--- config.mk ---
export PLATFORM = sky130hd
export DESIGN_NAME = chip_select_ctrl
export DESIGN_NICKNAME = d
export VERILOG_FILES = /design/src/rtl/chip_select_pkg.sv /design/src/rtl/chip_select_ctrl_region_decoder.sv /design/src/rtl/chip_select_ctrl.sv
export SDC_FILE = /design/constraint.sdc
export NUM_CORES = 1
export LEC_CHECK = 0
export CELL_PAD_IN_SITES_DETAIL_PLACEMENT = 0
export CELL_PAD_IN_SITES_GLOBAL_PLACEMENT = 1
export CORE_MARGIN = 5
export CORE_UTILIZATION = 25
export CTS_CLUSTER_SIZE = 24
export DETAILED_ROUTE_END_ITERATION = 12
export PLACE_DENSITY = 0.82
export SLEW_MARGIN = 20
export SYNTH_ARGS = -nofsm -noshare
export SYNTH_HDL_FRONTEND = slang
export SYNTH_SLANG_ARGS = --single-unit
--- constraint.sdc ---
create_clock -name clk -period 1.7 [get_ports clk]
set_input_delay 0.255 -clock clk [delete_from_list [all_inputs] [get_ports clk]]
set_output_delay 0.255 -clock clk [all_outputs]
set_load 0.02 [all_outputs]
--- src/rtl/chip_select_pkg.sv ---
// Shared types and constants for the chip-select controller:
// FSM state encoding, wait-counter width and region descriptors.
package chip_select_pkg;

    localparam int unsigned WAIT_W = 4;

    typedef enum logic [1:0] {
        ST_IDLE,
        ST_ACCESS,
        ST_DONE,
        ST_ERROR
    } state_t;

    typedef struct packed {
        logic [31:0]       base;
        logic [31:0]       limit;
        logic [WAIT_W-1:0] wait_cycles;
    } region_t;

    function automatic int unsigned sel_width(input int unsigned n);
        return (n > 1) ? $clog2(n) : 1;
    endfunction

endpackage

--- src/rtl/chip_select_ctrl_region_decoder.sv ---
// Combinational priority decoder: reports whether the address falls in any
// region and the lowest-index region that contains it.
module region_decoder
    import chip_select_pkg::*;
#(
    parameter int unsigned N_REG  = 2,
    parameter int unsigned ADDR_W = 19,
    parameter int unsigned SEL_W  = 1
) (
    input  logic [ADDR_W-1:0]        i_address,
    input  region_t [N_REG-1:0]      i_regions,
    output logic                     o_hit,
    output logic [SEL_W-1:0]         o_idx
);

    logic [31:0] w_addr;

    // Ascending scan that stops updating after the first hit gives lowest-index priority.
    always_comb begin
        w_addr = 32'(i_address);
        o_hit  = 1'b0;
        o_idx  = '0;
        for (int unsigned i = 0; i < N_REG; i++) begin
            if (!o_hit && (w_addr >= i_regions[i].base) && (w_addr <= i_regions[i].limit)) begin
                o_hit = 1'b1;
                o_idx = SEL_W'(i);
            end
        end
    end

endmodule

--- src/rtl/chip_select_ctrl.sv ---
// Address-decoded chip-select controller: per-region chip selects and write
// strobes with programmable wait states, registered read data and error count.
module chip_select_ctrl
    import chip_select_pkg::*;
#(
    parameter int unsigned ADDR_W            = 19,
    parameter int unsigned DATA_W            = 32,
    parameter int unsigned N_REG             = 2,
    parameter int unsigned REG_BASE  [N_REG] = '{0, 64},
    parameter int unsigned REG_LIMIT [N_REG] = '{63, 127},
    parameter int unsigned REG_WAIT  [N_REG] = '{0, 2}
) (
    input  logic                          clk,
    input  logic                          rst_n,
    input  logic                          req,
    input  logic [ADDR_W-1:0]             address,
    input  logic                          memWrite,
    input  logic [N_REG*DATA_W-1:0]       rdata_i,
    output logic [N_REG-1:0]              cs_o,
    output logic [N_REG-1:0]              we_o,
    output logic [sel_width(N_REG)-1:0]   memSel,
    output logic [DATA_W-1:0]             rdata_o,
    output logic                          ack,
    output logic                          err,
    output logic                          busy,
    output logic [7:0]                    err_cnt
);

    localparam int unsigned SEL_W = sel_width(N_REG);

    state_t             r_state;
    state_t             w_next;
    logic [SEL_W-1:0]   r_region;
    logic               r_write;
    logic [WAIT_W-1:0]  r_wait;
    logic [SEL_W-1:0]   r_mem_sel;
    logic [DATA_W-1:0]  r_rdata;
    logic [7:0]         r_err_cnt;

    region_t [N_REG-1:0] w_regions;
    logic               w_hit;
    logic [SEL_W-1:0]   w_idx;
    logic               w_last;
    logic [DATA_W-1:0]  w_rd_sel;

    always_comb begin
        w_regions = '0;
        for (int unsigned i = 0; i < N_REG; i++) begin
            w_regions[i].base        = 32'(REG_BASE[i]);
            w_regions[i].limit       = 32'(REG_LIMIT[i]);
            w_regions[i].wait_cycles = WAIT_W'(REG_WAIT[i]);
        end
    end

    region_decoder #(
        .N_REG  (N_REG),
        .ADDR_W (ADDR_W),
        .SEL_W  (SEL_W)
    ) u_decoder (
        .i_address (address),
        .i_regions (w_regions),
        .o_hit     (w_hit),
        .o_idx     (w_idx)
    );

    assign w_last   = (r_wait == '0);
    assign w_rd_sel = rdata_i[r_region*DATA_W +: DATA_W];

    always_ff @(posedge clk or negedge rst_n) begin
        if (!rst_n) begin
            r_state <= ST_IDLE;
        end else begin
            r_state <= w_next;
        end
    end

    always_comb begin
        w_next = r_state;
        case (r_state)
            ST_IDLE:   if (req) w_next = w_hit ? ST_ACCESS : ST_ERROR;
            ST_ACCESS: if (w_last) w_next = ST_DONE;
            ST_DONE:   w_next = ST_IDLE;
            ST_ERROR:  w_next = ST_IDLE;
            default:   w_next = ST_IDLE;
        endcase
    end

    // Error count advances on entry to ERROR so it is already visible during the err pulse.
    always_ff @(posedge clk or negedge rst_n) begin
        if (!rst_n) begin
            r_region  <= '0;
            r_write   <= 1'b0;
            r_wait    <= '0;
            r_mem_sel <= '0;
            r_rdata   <= '0;
            r_err_cnt <= '0;
        end else if (r_state == ST_IDLE && req) begin
            if (w_hit) begin
                r_region  <= w_idx;
                r_write   <= memWrite;
                r_wait    <= w_regions[w_idx].wait_cycles;
                r_mem_sel <= w_idx;
            end else if (r_err_cnt != 8'hFF) begin
                r_err_cnt <= r_err_cnt + 8'd1;
            end
        end else if (r_state == ST_ACCESS) begin
            if (w_last) begin
                if (!r_write) r_rdata <= w_rd_sel;
            end else begin
                r_wait <= r_wait - WAIT_W'(1);
            end
        end
    end

    always_comb begin
        cs_o = '0;
        we_o = '0;
        if (r_state == ST_ACCESS) begin
            cs_o[r_region] = 1'b1;
            we_o[r_region] = r_write && w_last;
        end
    end

    assign ack     = (r_state == ST_DONE) || (r_state == ST_ERROR);
    assign err     = (r_state == ST_ERROR);
    assign busy    = (r_state != ST_IDLE);
    assign memSel  = r_mem_sel;
    assign rdata_o = r_rdata;
    assign err_cnt = r_err_cnt;

endmodule

# After elaboration in Yosys (flattened, before gate mapping)
# Index checks and enable logic that the tools add are counted.
# word_totals
register_bits	48
word_cells	63
in_bits	87
out_inout_bits	48
# classes
bitwise_logic	4
n_shift	1
n_mux	17
n_reduce_logical	18
n_eq_ne	8
order_cmp	7
n_addsub	2
# op_table
cell	n
indexed part select 64 x 7 -> 32 bit	1
2-to-1 mux 4 bit	5
>= comparator 19 x 1 -> 1 bit (second input constant)	1
>= comparator 19 x 7 -> 1 bit (second input constant)	1
<= comparator 19 x 6 -> 1 bit (second input constant)	1
<= comparator 19 x 7 -> 1 bit (second input constant)	1
2-to-1 mux 2 bit	6
adder 8 x 1 -> 8 bit (second input constant)	1
!= test 8 bit (second input constant)	1
logical AND 1 bit	6
!= test 2 bit (second input constant)	3
one-hot mux 2 bit (3 select lines)	1
AND reduction 3 bit	2
== test 2 bit (second input constant)	2
zero test 4 bit	1
less-than comparator 1 x 2 -> 1 bit (second input constant)	2
2-to-1 mux 1 bit	4
AND reduction 2 bit	2
AND reduction 4 bit	1
nonzero test 2 bit	2
subtractor 4 x 1 -> 4 bit (second input constant)	1
inverter 1 bit	3
AND 2 bit	1
== test 2 x 1 -> 1 bit (second input constant)	1
other kinds (7)	7

# Logic depth before layout (Yosys ltp)
# Gate-level depths: netlist of run 1.
# depth
ltp_word	11
mapped_depth	8

# Modules after synthesis
# Synthesis of run 1 repeated with hierarchy kept, for this count alone.
# unflattened
cells_unflattened	465
area_unflattened_um2	4525.6
# by_module_without_submodules
mod	n_inst	cells_per_inst	area_per_inst_um2
chip_select_ctrl	1	185	2468.6
region_decoder	1	280	2057.0

# Worst setup path after synthesis of run 1
# Ideal clock, no wire load.
# synth_path
path_kind	register to register
startpoint	register r_wait[0]
endpoint	register r_rdata[0], in the netlist rdata_o[0]
setup_time_ns	0.123
path_stages_with_launch	8
period_less_slack_ns	1.817
n_path_buf	2
slack_ns	-0.117
t_arrival_ns	1.694
cell_sequence	dfrtp_1 > inv_1 > ha_1 > or3b_1 > buf_2 > nor3_4 > buf_4 > a21oi_2
# synth_via
elab_chain_cells	2
# synth_rtl
element	line	source
start: declaration	chip_select_ctrl.sv:35	logic [WAIT_W-1:0] r_wait;
start signal: assignment	chip_select_ctrl.sv:101	r_wait <= w_regions[w_idx].wait_cycles;
start signal: assignment	chip_select_ctrl.sv:110	r_wait <= r_wait - WAIT_W'(1);
zero test 4 bit	chip_select_ctrl.sv:66	assign w_last = (r_wait == '0);
AND reduction 4 bit (no source line)	--	
end signal: assignment	chip_select_ctrl.sv:108	if (!r_write) r_rdata <= w_rd_sel;
end: declaration	chip_select_ctrl.sv:37	logic [DATA_W-1:0] r_rdata;
# Every way passes these cells.
# A chain may end at the register's enable or synchronous reset.

# Worst setup path after layout of run 1
# layout_path
startpoint	register r_wait[1]
endpoint	output we_o[1]
# layout_via
elab_chain_cells	4
# layout_rtl
element	line	source
zero test 4 bit	chip_select_ctrl.sv:66	
logical AND 1 bit	chip_select_ctrl.sv:120	we_o[r_region] = r_write && w_last;
AND 2 bit (no source line)	--	
2-to-1 mux 2 bit	chip_select_ctrl.sv:118	if (r_state == ST_ACCESS) begin
end: declaration	chip_select_ctrl.sv:20	output logic [N_REG-1:0] we_o,
# Every way passes these cells.

==> results of run 1 <==
==> cells in the mapped netlist, types with 3 or more instances <==
| cell type | number |
|---|---|
| dfrtp_1 | 48 |
| nor2_1 | 42 |
| mux2i_1 | 32 |
| a21oi_2 | 28 |
| xor2_1 | 9 |
| a21oi_1 | 5 |
| nand2_1 | 5 |
| nor3_1 | 5 |
| nor4_1 | 5 |
| buf_6 | 4 |
| clkbuf_1 | 4 |
| and3_1 | 3 |
| buf_2 | 3 |
| inv_1 | 3 |
| mux2_2 | 3 |
| nand3_1 | 3 |
==> sequential cells by signal (all words and copies together) (netlist names) <==
name	cells
r_state	2
r_write	1
err_cnt	8
memSel	1
rdata_o	32
r_wait	4
==> metrics by stage <==
stage	setup TNS, ns	total power, mW
4_1_cts	-7.34	5.79
5_1_grt	-9.47	6.17
2_1_floorplan	-2.99	3.42
3_5_place_dp	-7.82	4.89
6_report	-6.82	5.77
3_3_place_gp	-6.79	4.82
==> repair_timing <==
item,in CTS,in global routing
endpoints found under the hold margin,17,0
buffers inserted,11,4
gates resized for setup,41,15
cloned,2,2
hold buffers,1,0
pin swaps,4,4
setup endpoints to repair,38,47
==> cell type report <==
cell class / instances / share of cell area [%]
timing repair buffer: 163 / 38.5
sequential: 48 / 28.0
multi-input combinational: 159 / 27.6
tap: 133 / 3.87
clock buffer: 6 / 1.69
inverter: 3 / 0.262
clock inverter: 1 / 0.117
==> power by group through the flow <==
stage	Sequential (mW)	Clock [mW]	Combinational, mW
floorplan	2.36	0	1.07
global placement	1.87	0	2.95
detailed placement	1.89	0	3.00
CTS	1.88	0.665	3.25
global route	1.94	0.716	3.51
finish	1.87	0.636	3.27
==> final timing paths <==
check | startpoint | to | slack, ns
max in group asynchronous | rst_n | rdata_o[4] | 0.67
worst min register to register | rdata_o[1] | rdata_o[1] | 0.51
min in group clk | rdata_o[1] | rdata_o[1] | 0.51
worst min-delay path | rst_n | r_write | 0.41
worst max-delay path | r_wait[1] | we_o[1] | -0.26
worst max register to register | r_wait[1] | rdata_o[25] | -0.23
==> metal layers <==
metal,track usage [%],vias to the layer above
li1,-,1080
met1,13.7,992
met2,19.0,71
met3,2.90,6
met4,3.52,0
met5,0,-
==> logic make-up (layout without fill, tap and decap cells) <==
logic type	Yosys count	in the layout
buffers and inverters	17	173
AND/OR/NAND/NOR	76	76
AO/OA/AOI/OAI	37	37
flip-flops	48	48
XOR/XNOR	9	9
multiplexers	35	35
adder cells (fa/ha/maj)	2	2
==> results.txt, run 1 <==
----------------------------------------------------
[Global routing]
  GRT Util Overall ... 11.1%
  Gr ovfl total ... 0
  Pin count of the biggest net entering global routing ... 23
  First-pass GRT wire length ... 10,400 um
  Via count of the first global-routing pass ... 2,201
  Antenna violations before repair ... 0

[Cells and area]
  Utilization after layout ... 44.6%
  Ratio of cells with drive above 1 in the final layout ... 24.5%
  Commonest non-fill, non-tap cell in the layout ... clkdlybuf4s50_1
  Final standard cell count with taps included and fillers excluded ... 513
  Most used cells in the layout excluding fill and tap cells ... 120 x clkdlybuf4s50_1, 47 x dfrtp_1, 39 x nor2_1, 32 x mux2i_1, 28 x a21oi_2
  Sequential cell area ... 1200 um^2
  Area occupied by multi-input gates ... 1180 um^2
  Final design instance area without fill ... 4300 um^2
  Post-layout nets ... 469
  ANT cells ... 0
  Synth-to-layout area growth ... 76.5%
  Layout fillers ... 955

[STA]
  Highest clock frequency the design can meet ... 0.509 GHz
  Final Hold Fails ... 0
  Worst-Margin Slew ... 0.410 ns
  RSZ-0062 raised after global routing ... true
  Final-report setup violation count ... 34
  Worst relative slew slack ... 72.7%
  Minimum clock period ... 1.96 ns
  Total count of max-transition violations in the final report ... 0
  Clock skew after layout ... 0.00352 ns
  Final period utilization ... 116%
  Min setup slack post-route ... -0.264 ns
  Worst-case hold slack ... 0.415 ns

[Yosys]
  Yosys synthesis warning count ... 0
  Synthesized area divided by synthesized cell count ... 10.9 um^2
  Leading post-synthesis cells by cell area ... dfrtp_1 49%, mux2i_1 13%, a21oi_2 10%, nor2_1 6.5%, xor2_1 3.2%
  Synthesized net count ... 313
  Library cell occupying the most area in the post-synthesis netlist ... dfrtp_1
  Top-area cell type share of the netlist area ... 49.4%
  Count of cell types in the netlist ... 33
  Most used flip-flop cell after synthesis ... dfrtp_1
  Simple-gate area share of the yosys netlist ... 15.3%
  Count of mapped cells out of synthesis ... 224
  Xor/xnor share of the synthesized area ... 3.24%
  Flops & latches, synth ... 48
  Post-Syn Area ... 2430 um^2
  Fraction of the mapped netlist area in adder cells ... 1.03%
  Dominant combinational cell family by area after synthesis ... simple AND/OR/NAND/NOR gates
  Post-synthesis compound-gate area fraction ... 12.2%
  Sequential area share after synthesis ... 49.4%
  Portion of netlist area occupied by mux cells ... 14.6%
  Number of flops mapped to enable cells by yosys ... 0
  Proportion of register bits with asynchronous set or reset after synthesis ... 100%

[Route]
  Detail Route Antenna Nets ... 0
  Number of vias per cell ... 4.19
  Routed wire length ... 6840 um
  Met3 wirelength from detailed routing ... 431 um
  Routed via count ... 2,149
  Wirelength per Cell ... 13.3 um
  DR DRC count ... 0
  TritonRoute pass-1 iters ... 4
  Highest metal layer used by the detailed router ... met4
  DR iter-0 viols ... 33
  Sum of routed wire segments on met1 ... 2920 um
  Met2 wire length ... 3410 um

[Placed design]
  HPWL after DPL ... 5140 um
  Post-placement cell count ... 492
  Placed cell areas ... 3980 um^2
  Placer congestion estimate ... 0.774
  Pre-CTS setup slack ... -0.478 ns
  IO buf count ... 128

[Clocking]
  Root Driver ... clkbuf_8
  Clock net sink count ... 48
  Later-pin clock latency in the skew report ... 0.29 ns
  Clock transition at the registers of the reported paths ... 0.08 ns
  Clock tree from TritonCTS ... done
  H-tree levels ... 2
  Max Buffers Root-to-Sink ... 2
  Number of buffers created by CTS ... 5

[Setup path]
  Cell depth of the worst setup path ... 6
  Maximum fanout count along the critical path ... 3
  Depth of the most critical reg-to-reg path ... 9
  Top Family by Delay on Critical Path ... simple AND/OR/NAND/NOR gates
  Ordered list of cells on the worst path ... inv_2 > ha_4 > or3b_4 > nor2_4 > and3_4 > buf_6
  Critical-path top delay cell ... dfrtp_1
  Critical path buffers and inverters ... 2
  Launching element type of the critical path ... flip-flop
  Class of the most critical setup path ... reg -> out
  Worst path max stage delay ... 0.39 ns
  Required time at the endpoint of the critical path ... 1.44 ns
  Crit path capture type ... primary output
  Worst endpoint data arrival time ... 1.71 ns

[Power]
  Net switching component of the power ... 2.19 mW
  Internal power consumption ... 3.58 mW
  Share of total power in sequential cells ... 32.4%
  Switching portion of total power ... 38.0%
  Part of the power in the clock network ... 11.0%
  Power density over the cells ... 1340 nW/um^2
  Combinational power share ... 56.6%
  VDD IR-drop max ... 0.534 mV
  P_leak ... 1.70 nW

[Run]
  Number of violations of the max-capacitance limit ... 0

[Floorplan]
  Floorplan core area ... 9640 um^2
  Count of standard-cell rows ... 36
  Initial core utilization ... 25.2%
  X dimension of the die ... 109 um
  I/O pin count ... 135
  Y dimension of the die ... 109 um
  Area of the die ... 11,800 um^2

[Run status]
  Violations in the final reports ... negative setup slack
  Run status ... finished with violations

[Min path]
  Hold Crit Class ... in -> async

----------------------------------------------------
(Power assumes the default switching activity.)
==> inputs of run 2 (changes only) <==
--- a/config.mk
+++ b/config.mk
@@ -9,10 +9,10 @@
 export CELL_PAD_IN_SITES_GLOBAL_PLACEMENT = 1
 export CORE_MARGIN = 5
 export CORE_UTILIZATION = 25
-export CTS_CLUSTER_SIZE = 24
 export DETAILED_ROUTE_END_ITERATION = 12
 export PLACE_DENSITY = 0.82
 export SLEW_MARGIN = 20
 export SYNTH_ARGS = -nofsm -noshare
 export SYNTH_HDL_FRONTEND = slang
 export SYNTH_SLANG_ARGS = --single-unit
+export TNS_END_PERCENT = 20
==> run 2 against run 1 <==
The flow still finishes with violations (negative setup slack); routed wire length increased by 5.4%; worst hold slack improved by 0.052 ns; register-to-register slack worse by 0.06 ns; critical path type unchanged; clock skew increased by 0.00070 ns; design area grew 0.84%; combinational power rose by 2%; non-clock buffer count is 3 higher; highest routed layer unchanged; critical path depth rose by 1; maximum frequency decreased by 1.5%; first-iteration DRC count increased by 33%; sequential power about the same.
==> results.txt, run 2 (synthesis results as in run 1) <==
----------------------------------------------------
[Run status]
  Run status ... finished with violations
  Violations in the final reports ... negative setup slack

[Route]
  Routed via count ... 2,230
  Number of vias per cell ... 4.31
  Detail Route Antenna Nets ... 0
  Highest metal layer used by the detailed router ... met4
  Routed wire length ... 7210 um
  TritonRoute pass-1 iters ... 4
  Met2 wire length ... 3750 um
  Wirelength per Cell ... 13.9 um
  Sum of routed wire segments on met1 ... 2930 um
  DR DRC count ... 0
  DR iter-0 viols ... 44
  Met3 wirelength from detailed routing ... 428 um

[Clocking]
  Clock tree from TritonCTS ... done
  Clock transition at the registers of the reported paths ... 0.09 ns
  Root Driver ... clkbuf_8
  Clock net sink count ... 48
  Max Buffers Root-to-Sink ... 2
  H-tree levels ... 2
  Later-pin clock latency in the skew report ... 0.29 ns
  Number of buffers created by CTS ... 5

[Setup path]
  Worst endpoint data arrival time ... 1.74 ns
  Launching element type of the critical path ... flip-flop
  Required time at the endpoint of the critical path ... 1.44 ns
  Startpoint of the most critical setup path ... r_wait[1]
  Worst flop-to-flop path startpoint ... r_wait[1]
  Depth of the most critical reg-to-reg path ... 13
  Crit path capture type ... primary output
  Maximum fanout count along the critical path ... 3
  Reg-to-reg critical path endpoint ... r_state[1]
  Setup slack of the most critical reg-to-reg path ... -0.29 ns
  Class of the most critical setup path ... reg -> out

[Floorplan]
  Initial core utilization ... 25.2%
  I/O pin count ... 135
  X dimension of the die ... 109 um
  Area of the die ... 11,800 um^2
  Y dimension of the die ... 109 um
  Count of standard-cell rows ... 36
  Floorplan core area ... 9640 um^2

[STA]
  Min setup slack post-route ... -0.295 ns
  Final period utilization ... 117%
  Worst-Margin Slew ... 0.529 ns
  Final-report setup violation count ... 36
  Total count of max-transition violations in the final report ... 0
  Clock skew after layout ... 0.00422 ns
  Minimum clock period ... 1.99 ns
  Worst relative slew slack ... 64.7%
  Final Hold Fails ... 0
  Highest clock frequency the design can meet ... 0.501 GHz
  RSZ-0062 raised after global routing ... true

[Power]
  P_leak ... 1.72 nW
  Power density over the cells ... 1390 nW/um^2
  Total power ... 6.01 mW
  VDD IR-drop max ... 0.453 mV

[Global routing]
  First-pass GRT wire length ... 11,100 um
  Via count of the first global-routing pass ... 2,256
  Antenna violations before repair ... 0
  Gr ovfl total ... 0
  GRT Util Overall ... 11.8%
  Pin count of the biggest net entering global routing ... 28

[Cells and area]
  Max reg flops ... 32
  Synth-to-layout area growth ... 78.0%
  Ratio of cells with drive above 1 in the final layout ... 24.5%
  Final design instance area without fill ... 4330 um^2
  Most used cells in the layout excluding fill and tap cells ... 121 x clkdlybuf4s50_1, 47 x dfrtp_1, 41 x nor2_1, 32 x mux2i_1, 29 x buf_4
  Commonest non-fill, non-tap cell in the layout ... clkdlybuf4s50_1
  ANT cells ... 0
  Layout fillers ... 986
  Post-layout nets ... 472

[Placed design]
  Placed cell areas ... 3970 um^2
  Placer congestion estimate ... 0.738
  IO buf count ... 128
  HPWL after DPL ... 5410 um

[Min path]
  Hold Crit Class ... in -> async

[Run]
  Number of violations of the max-capacitance limit ... 0

----------------------------------------------------
==> run 2: layout make-up <==
cell class | instances | area, um^2 | area share (%)
Sequential cell | 48 | 1200 | 27.8
Tap cell | 133 | 166 | 3.84
Clock inverter | 2 | 35.0 | 0.809
Clock buffer | 6 | 72.6 | 1.68
Inverter | 3 | 11.3 | 0.260
Timing Repair Buffer | 166 | 1670 | 38.5
Multi-Input combinational cell | 159 | 1170 | 27.1
==> run 2: worst max-delay path, cell delays in order (launching register included) <==
cell	delay (ns)
dfrtp_1	0.40
inv_2	0.08
ha_4	0.13
or3b_4	0.39
nor2_4	0.11
nand2_1	0.06
nor2_1	0.11
buf_4	0.16
==> run 2: per-stage QoR <==
stage          setup slack [ns]  cells  TNS [ns]  hold WS (ns)  utilization (%)
6_report                 -0.295    517     -8.23         0.466             44.9
3_3_place_gp             -0.439    491     -6.41         0.265             41.2
5_1_grt                  -0.392    517    -11.57         0.511             44.9
3_5_place_dp             -0.503    491     -7.80         0.267             41.2
4_1_cts                  -0.334    516     -9.10         0.468             44.8
2_1_floorplan            -0.117    224     -3.11       -0.0406                -
==> run 2: what timing repair did <==
item	4_1_cts	5_1_grt
gates resized for setup	31	9
buffers inserted	13	1
endpoints found under the hold margin	21	0
endpoints found under the setup margin	41	47
hold buffers	1	0
pin swaps	4	4
cloned	3	0
==> run 2: report_power, final <==
group / total [mW] / switching, mW / internal [mW]
Sequential: 1.87 / 0.278 / 1.60
Clock: 0.814 / 0.377 / 0.437
Combinational: 3.32 / 1.58 / 1.74
==> run 2: layer usage <==
layer  track usage (%)  vias to the layer above
met2              20.3                       71
met3              3.20                        6
met4              4.15                        0
met1              14.2                     1065
li1                  -                     1088
met5                 0                        -
==> run 2: worst max-delay path by stage <==
stage	depth (start not counted)	to
2_1_floorplan	7	rdata_o[0]
3_3_place_gp	6	we_o[1]
3_5_place_dp	7	we_o[0]
4_1_cts	7	we_o[0]
5_1_grt	7	we_o[0]
6_report	7	we_o[0]
==> inputs of run 3 (changes only) <==
--- a/config.mk
+++ b/config.mk
@@ -11,7 +11,7 @@
 export CORE_UTILIZATION = 25
 export DETAILED_ROUTE_END_ITERATION = 12
 export PLACE_DENSITY = 0.82
-export SLEW_MARGIN = 20
+export SLEW_MARGIN = 25
 export SYNTH_ARGS = -nofsm -noshare
 export SYNTH_HDL_FRONTEND = slang
 export SYNTH_SLANG_ARGS = --single-unit
==> results of run 3 <==
Same layout as run 2: the final DEF is identical, and so are final timing and power.
